`src/rtl/adpcm_speed_avg.sv`:
```
// ADPCM adaptation-speed averages: DMS (FILTA) and DML (FILTB) state with FUNCTF mapping and valid/ready handshake.
// Optional SPEED_AVG_SAMPLE_CNT_EN adds a wrapping count of completed updates on sample_cnt.
module adpcm_speed_avg #(
  parameter int DMS_W = 12,
  parameter int DML_W = 14
) (
  input  logic             clk,
  input  logic             reset_n,
  input  logic [1:0]       rate,
  input  logic [4:0]       I,
  input  logic             in_valid,
  output logic             in_ready,
  input  logic             homing,
  output logic [2:0]       FI,
  output logic [DMS_W-1:0] DMS,
  output logic [DML_W-1:0] DML,
  output logic             out_valid,
  input  logic             out_ready
`ifdef SPEED_AVG_SAMPLE_CNT_EN
  ,
  output logic [15:0]      sample_cnt
`endif
);

  typedef enum logic [1:0] {IDLE, MAP, UPDATE, HOLD} state_t;

  state_t           state_q, state_d;
  logic [4:0]       i_q;
  logic [1:0]       rate_q;
  logic [2:0]       fi_q;
  logic [DMS_W-1:0] dms_q, dms_nxt;
  logic [DML_W-1:0] dml_q, dml_nxt;

  logic signed [DMS_W:0] dms_dif, dms_sx;
  logic signed [DML_W:0] dml_dif, dml_sx;
  logic                  unused_sx;

  // Fold the sign into a magnitude, then look up FI per rate.
  function automatic logic [2:0] functf(input logic [1:0] r, input logic [4:0] code);
    logic [3:0] im;
    logic [2:0] fi;
    im = '0;
    fi = '0;
    case (r)
      2'd0: begin
        im = {3'b000, (code[1] ? ~code[0] : code[0])};
        fi = im[0] ? 3'd7 : 3'd0;
      end
      2'd1: begin
        im = {2'b00, (code[2] ? ~code[1:0] : code[1:0])};
        case (im[1:0])
          2'd0:    fi = 3'd0;
          2'd1:    fi = 3'd1;
          2'd2:    fi = 3'd2;
          default: fi = 3'd7;
        endcase
      end
      2'd2: begin
        im = {1'b0, (code[3] ? ~code[2:0] : code[2:0])};
        case (im[2:0])
          3'd0, 3'd1, 3'd2: fi = 3'd0;
          3'd3, 3'd4, 3'd5: fi = 3'd1;
          3'd6:             fi = 3'd3;
          default:          fi = 3'd7;
        endcase
      end
      default: begin
        im = code[4] ? ~code[3:0] : code[3:0];
        case (im)
          4'd0, 4'd1, 4'd2, 4'd3, 4'd4:  fi = 3'd0;
          4'd5, 4'd6, 4'd7, 4'd8, 4'd9:  fi = 3'd1;
          4'd10:                         fi = 3'd2;
          4'd11:                         fi = 3'd3;
          4'd12:                         fi = 3'd4;
          4'd13:                         fi = 3'd5;
          default:                       fi = 3'd6;
        endcase
      end
    endcase
    return fi;
  endfunction

  // FILTA / FILTB: one extra bit of headroom holds the signed difference; the
  // sum wraps naturally at the state width.
  always_comb begin
    dms_dif = {1'b0, fi_q, {(DMS_W-3){1'b0}}} - {1'b0, dms_q};
    dms_sx  = dms_dif >>> 5;
    dms_nxt = dms_q + dms_sx[DMS_W-1:0];
    dml_dif = {1'b0, fi_q, {(DML_W-3){1'b0}}} - {1'b0, dml_q};
    dml_sx  = dml_dif >>> 7;
    dml_nxt = dml_q + dml_sx[DML_W-1:0];
  end

  assign unused_sx = dms_sx[DMS_W] ^ dml_sx[DML_W];

  always_ff @(posedge clk or negedge reset_n) begin
    if (!reset_n) state_q <= IDLE;
    else          state_q <= state_d;
  end

  always_comb begin
    state_d   = state_q;
    in_ready  = 1'b0;
    out_valid = 1'b0;
    case (state_q)
      IDLE: begin
        in_ready = 1'b1;
        if (in_valid) state_d = MAP;
      end
      MAP:    state_d = UPDATE;
      UPDATE: state_d = HOLD;
      HOLD: begin
        out_valid = 1'b1;
        if (out_ready) state_d = IDLE;
      end
      default: state_d = IDLE;
    endcase
    if (homing) state_d = IDLE;
  end

  always_ff @(posedge clk or negedge reset_n) begin
    if (!reset_n) begin
      i_q    <= '0;
      rate_q <= '0;
      fi_q   <= '0;
      dms_q  <= '0;
      dml_q  <= '0;
    end else if (homing) begin
      fi_q  <= '0;
      dms_q <= '0;
      dml_q <= '0;
    end else begin
      case (state_q)
        IDLE: if (in_valid) begin
          i_q    <= I;
          rate_q <= rate;
        end
        MAP:    fi_q <= functf(rate_q, i_q);
        UPDATE: begin
          dms_q <= dms_nxt;
          dml_q <= dml_nxt;
        end
        default: ;
      endcase
    end
  end

`ifdef SPEED_AVG_SAMPLE_CNT_EN
  logic [15:0] cnt_q;
  always_ff @(posedge clk or negedge reset_n) begin
    if (!reset_n)                 cnt_q <= '0;
    else if (homing)              cnt_q <= '0;
    else if (state_q == UPDATE)   cnt_q <= cnt_q + 16'd1;
  end
  assign sample_cnt = cnt_q;
`endif

  assign FI  = fi_q;
  assign DMS = dms_q;
  assign DML = dml_q;

endmodule

```
`config.mk`:
```
export PLATFORM = sky130hd
export DESIGN_NAME = adpcm_speed_avg
export DESIGN_NICKNAME = d
export VERILOG_FILES = /design/src/rtl/adpcm_speed_avg.sv
export SDC_FILE = /design/constraint.sdc
export NUM_CORES = 1
export LEC_CHECK = 0
export ABC_AREA = 0
export ABC_CLOCK_PERIOD_IN_PS = 3500
export CORE_AREA = 3 3 91 93
export CTS_CLUSTER_DIAMETER = 150
export DETAILED_ROUTE_END_ITERATION = 12
export DIE_AREA = 0 0 94 96
export GPL_TIMING_DRIVEN = 0
export PLACE_DENSITY = 0.66
export SYNTH_ARGS = -nofsm -noshare
export SYNTH_HDL_FRONTEND = slang
export SYNTH_SLANG_ARGS = --single-unit
```
`constraint.sdc`:
```
create_clock -name clk -period 3.5 [get_ports clk]
set_input_delay 0.7 -clock clk [delete_from_list [all_inputs] [get_ports clk]]
set_output_delay 0.7 -clock clk [all_outputs]
set_load 0.02 [all_outputs]
```
==> flow_metrics.py, run 1 <==
metrics = {
    "clock_network": {
        "clk_transition_reported_paths_ns": 0.08,
        "cts_buffers": 5,
        "clk_latency_ns": 0.29,
        "cts_tree": "done",
        "clk_root_buffer_cell": "clkbuf_8",
        "cts_max_level": 2,
        "clock_sinks": 38,
        "max-clock-path-buffers": 2,
        "postCtsHoldBufs": 0,
    },
    "final_layout": {
        "area_growth_pct": 22.2,
        "regArea_um2": 951,
        "multiInputGateArea_mm2": 0.00231,
        "finalNetCount": 484,
        "post-route-util": 0.538,
        "fillers": 715,
        "antennaDiodeCount": 0,
        "layout-drive-gt1-share": 0.0868,
    },
    "die": {
        "die_h_um": 96,
        "ios": 43,
        "fp.dieW_um": 94,
        "core_mm2": 0.00761,
        "row_count": 32,
        "start_util": 0.441,
        "dieArea_mm2": 0.00902,
    },
    "drt": {
        "initialDrtViolationCount": 146,
        "drt-pass1-iter-count": 4,
        "num_vias": 2982,
        "antenna_left": 0,
        "routed_wl_mm": 8.15,
        "avgViaCountPerCell": 5.52,
        "avgRoutedWirePerCell_um": 15.1,
        "drc": 0,
    },
    "grt": {
        "grt_pass1_vias": 2868,
        "grt.overflow.total": 0,
        "grt_pass1_wl_mm": 13.6,
        "track_usage": 0.188,
        "grt_max_degree": 36,
        "antenna_found_initial": 0,
    },
    "critical_path": {
        "crit_family": "simple AND/OR/NAND/NOR gates",
        "cp_max_fo": 10,
        "endpoint_kind": "flip-flop",
        "cp.arrival_ns": 3.45,
        "path_cells": "buf_2, or4_1, nor3_2, xnor2_1, ha_1, a21oi_1, nor2_1, a21oi_1, o21ai_2, a21oi_1, mux2i_1, mux2_2",
        "critPathBufInv": 1,
        "max_stage_delay_ns": 0.57,
        "crit_slowest_cell": "or4_1",
        "path_class": "reg -> reg",
        "r2r_slack_ns": 0.23,
        "critPathMostFrequentCell": "a21oi_1",
        "cp.required_ns": 3.68,
        "startpoint_type": "flip-flop",
    },
    "synth": {
        "synthAdderAreaFrac": 0.135,
        "syn_area_per_cell_um2": 8.76,
        "netlist_top_cells_area": "dfrtp_1, ha_1, xnor2_1, mux2i_1, a21oi_1",
        "synth_top_family_by_area": "simple AND/OR/NAND/NOR gates",
        "synth_compound_area_frac": 0.180,
        "synthMuxAreaShare": 0.0843,
        "yosys.area_share.simple": 0.197,
        "syn_area_mm2": 0.00335,
        "synth_cell_types": 57,
        "synth_seq_cells": 38,
        "yosysSeqAreaShare": 0.284,
        "synth_edf_count": 0,
        "synth_cells": 383,
        "ys_warn_count": 0,
        "async_flop_share": 1.00,
        "ys.flop_type": "dfrtp_1",
        "synth_area_leader_cell": "dfrtp_1",
        "synth-xor-area-share": 0.0810,
        "syn_nets": 430,
        "synth_top_area_frac": 0.284,
    },
    "sta": {
        "fin_crit_sh": 0.936,
        "fmax_mhz": 305,
        "finalHoldViolCount": 0,
        "slew_viol_final": 0,
        "tightest_slew_ns": 0.759,
        "slew_headroom": 0.494,
        "min_period_ns": 3.27,
        "setup_viol": 0,
        "fin_worst_skew_ns": 0.0121,
        "rsz0062_at_grt": "true",
    },
    "place": {
        "gp_congestion": 0.882,
        "dpl.hpwl_mm": 6.04,
        "port_buffers": 42,
    },
    "outcome": {
        "status": "finished, final reports clean",
    },
    "run": {
        "maxCapViolCount": 0,
    },
    "worst_hold_path": {
        "holdCritPathClass": "in -> async",
    },
}
==> kinds of logic (layout without fill, tap and decap cells) <==
group / after synthesis / count (layout)
DFF: 38 / 38
xor gates and xnor gates: 31 / 31
adders and majority gates: 35 / 35
AOI/OAI and AO/OA: 94 / 94
buffers and inverters: 34 / 89
muxes: 27 / 27
and+or+nand+nor: 124 / 124
==> placed cells by master, fill, tap and decap left out, types with 4 or more instances in the layout <==
master	count
nand2b_1	13
buf_4	4
nor2_1	40
clkdlybuf4s50_1	41
xor2_1	9
a31oi_1	6
and3_1	5
clkbuf_8	5
clkbuf_1	14
buf_2	4
o22ai_1	5
nor3_1	6
nor2b_1	6
dfrtp_1	38
o21ai_0	14
nand3_1	6
a21o_1	11
a21oi_1	28
inv_1	17
ha_1	33
o211ai_1	4
xnor2_1	22
nand2_1	19
mux2_2	9
mux2i_1	17
==> layout make-up <==
| type | count | area share |
|---|---|---|
| buffer | 16 | 0.0156 |
| clock buffer | 7 | 0.0186 |
| clock inverter | 1 | 0.00733 |
| inverter | 18 | 0.0165 |
| multi-input combinational | 311 | 0.565 |
| sequential | 38 | 0.232 |
| tap | 102 | 0.0312 |
| timing repair buffer | 47 | 0.114 |
==> final timing paths <==
check | start | cells after the start | to
max reg2reg | DMS[2] | 12 | DMS[11]
min | reset_n | 1 | DMS[7]
max | DMS[2] | 12 | DMS[11]
max in group asynchronous | reset_n | 2 | DML[5]
min in group clk | i_q[4] | 1 | i_q[4]
min reg2reg | i_q[4] | 1 | i_q[4]
==> Yosys cell counts, types with 3 or more instances <==
master,number
a211oi_1,3
a21o_1,11
a21oi_1,30
a31oi_1,6
and3_1,6
buf_2,3
clkbuf_1,12
dfrtp_1,38
ha_1,33
inv_1,17
mux2_2,9
mux2i_1,17
nand2_1,19
nand2b_1,13
nand3_1,6
nand3b_1,3
nand4_1,3
nor2_1,40
nor2b_1,6
nor3_1,7
nor4_1,3
o211ai_1,4
o21a_1,3
o21ai_0,16
o21bai_1,3
o22ai_1,5
xnor2_1,22
xor2_1,9
==> flip-flops by register name (all words and copies together), names as in the netlist <==
| register | count |
|---|---|
| FI | 3 |
| rate_q | 2 |
| state_q | 2 |
| DMS | 12 |
| i_q | 5 |
| DML | 14 |
==> per-stage QoR <==
stage	area [um^2]	TNS [ns]	hold slack, ns	std cells	setup WS (ns)
3_5_place_dp	3920	-0.175	0.525	528	-0.175
6_report	4100	0	0.207	540	0.226
3_3_place_gp	3900	-0.160	0.569	527	-0.160
4_1_cts	4030	0	0.203	536	0.0365
5_1_grt	4100	-0.0165	0.201	540	-0.0165
2_1_floorplan	3350	0	0.404	383	0.228
==> routing by layer <==
metal | track usage | vias up | part of all wire
li1 | - | 1499 | -
met1 | 0.258 | 1397 | 0.48
met2 | 0.306 | 78 | 0.47
met3 | 0.0321 | 8 | 0.039
met4 | 0.0529 | 0 | 0.012
met5 | 0 | - | 0
==> timing repair <==
item / in CTS / in global routing
buffers inserted: 0 / 4
pin swaps: 0 / 3
endpoints found under the setup margin: 1 / 6
endpoints found under the hold margin: 0 / 0
gates resized for setup: 1 / 8
Power of run 1 is left out: the tool's default activity adds up to more than one toggle a clock period on the data nets, which glitch-free logic cannot reach.
==> inputs of run 2 (changes only) <==
- CORE_AREA: 3 3 91 93 -> 5 5 93 95
- DIE_AREA: 0 0 94 96 -> 0 0 98 100
- SKIP_CTS_REPAIR_TIMING: not set -> 1
==> flow_metrics.py, run 2 (synthesis results as in run 1) <==
metrics = {
    "place": {
        "dp_cells": 528,
        "port_buffers": 42,
        "dpl.hpwl_mm": 6.22,
        "gp_congestion": 0.869,
        "placed_area_mm2": 0.00392,
    },
    "grt": {
        "grt_max_degree": 36,
        "antenna_found_initial": 0,
        "track_usage": 0.177,
        "grt_pass1_wl_mm": 14.3,
        "grt_pass1_vias": 2932,
        "grt.overflow.total": 0,
    },
    "die": {
        "ios": 43,
        "core_mm2": 0.00765,
        "row_count": 32,
        "start_util": 0.438,
        "dieArea_mm2": 0.00980,
        "fp.dieW_um": 98,
        "die_h_um": 100,
    },
    "critical_path": {
        "cp.depth": 11,
        "max_stage_delay_ns": 0.46,
        "r2r_slack_ns": 0.21,
        "critPathBufInv": 1,
        "r2r_cells": 11,
        "cp.required_ns": 3.68,
        "r2r-start": "FI[0]",
        "path_class": "reg -> reg",
        "worstReg2RegEnd": "DML[13]",
        "startpoint_type": "flip-flop",
        "path_cells": "ha_1, and2_1, o41ai_4, ha_1, clkbuf_1, a21o_1, a31o_2, a21oi_4, o21ai_1, mux2i_1, mux2_1",
        "startpoint": "FI[0]",
        "endpoint_kind": "flip-flop",
        "crit_slowest_cell": "o41ai_4",
        "critPathMostFrequentCell": "ha_1",
        "cp.arrival_ns": 3.47,
        "cp_max_fo": 8,
        "crit_family": "compound AO/OA/AOI/OAI gates",
    },
    "final_layout": {
        "fillers": 740,
        "layout-drive-gt1-share": 0.0892,
        "finalNetCount": 483,
        "antennaDiodeCount": 0,
        "post-route-util": 0.536,
        "area_growth_pct": 22.3,
        "final_common_cell": "clkdlybuf4s50_1",
        "design_area_mm2": 0.00410,
        "instances_no_fill": 539,
        "final_cell_mix": "clkdlybuf4s50_1, nor2_1, dfrtp_1",
        "largest_reg_flops": 14,
    },
    "drt": {
        "avgRoutedWirePerCell_um": 15.6,
        "num_vias": 2958,
        "dr_wl_met2_mm": 3.91,
        "top_layer_used": "met4",
        "drc": 0,
        "routed_wl_mm": 8.44,
        "avgViaCountPerCell": 5.49,
        "drt-pass1-iter-count": 4,
        "antenna_left": 0,
        "m1WireLength_mm": 4.18,
        "initialDrtViolationCount": 138,
        "met3WireLength_um": 263,
    },
    "sta": {
        "min_period_ns": 3.29,
        "fmax_mhz": 304,
        "fin_hold_ws_ns": 0.209,
        "finalHoldViolCount": 0,
        "tightest_slew_ns": 0.789,
        "slew_viol_final": 0,
        "setup_viol": 0,
        "slew_headroom": 0.474,
        "fin_worst_skew_ns": 0.00393,
        "fin_crit_sh": 0.941,
    },
    "clock_network": {
        "clk_root_buffer_cell": "clkbuf_8",
        "clk_latency_ns": 0.29,
        "clock_sinks": 38,
        "clk_transition_reported_paths_ns": 0.08,
        "max-clock-path-buffers": 2,
        "cts_buffers": 5,
        "cts_tree": "done",
        "cts_max_level": 2,
    },
    "outcome": {
        "status": "finished, final reports clean",
    },
    "worst_hold_path": {
        "holdCritPathClass": "in -> async",
    },
    "run": {
        "maxCapViolCount": 0,
    },
}
[run 2: changes by cell type in the layout (fill, tap and decap cells not counted), sizes merged]
cell	change
buf	-1
[run 2: worst max path at each step]
stage	endpoint
finish	DML[13]
global route	DML[13]
CTS	DML[13]
detailed placement	DML[13]
global placement	DML[13]
floorplan	DML[13]
[run 2: per-layer routing]
layer,up-vias,global-route usage
met5,-,0
met4,0,0.0458
met3,7,0.0278
met2,57,0.289
met1,1400,0.244
li1,1494,-
[run 2: stage by stage]
step,TNS (ns),worst slack [ns]
after global routing,-0.00588,-0.00588
after CTS,-0.277,-0.277
after global placement,-0.210,-0.210
after floorplan,0,0.228
final,0,0.208
after detailed placement,-0.266,-0.266
[run 2: layout make-up]
| cell class | instances | area, um^2 | share of cell area |
|---|---|---|---|
| clock inverters | 1 | 30.0 | 0.00732 |
| inverters | 18 | 67.6 | 0.0165 |
| flip-flops and latches | 38 | 952 | 0.232 |
| plain buffers | 16 | 63.8 | 0.0156 |
| repair buffers | 46 | 458 | 0.112 |
| well taps | 102 | 128 | 0.0311 |
| multi-input cells | 311 | 2330 | 0.567 |
| clock buffers | 7 | 76.3 | 0.0186 |
Power of run 2 is left out for the same reason.
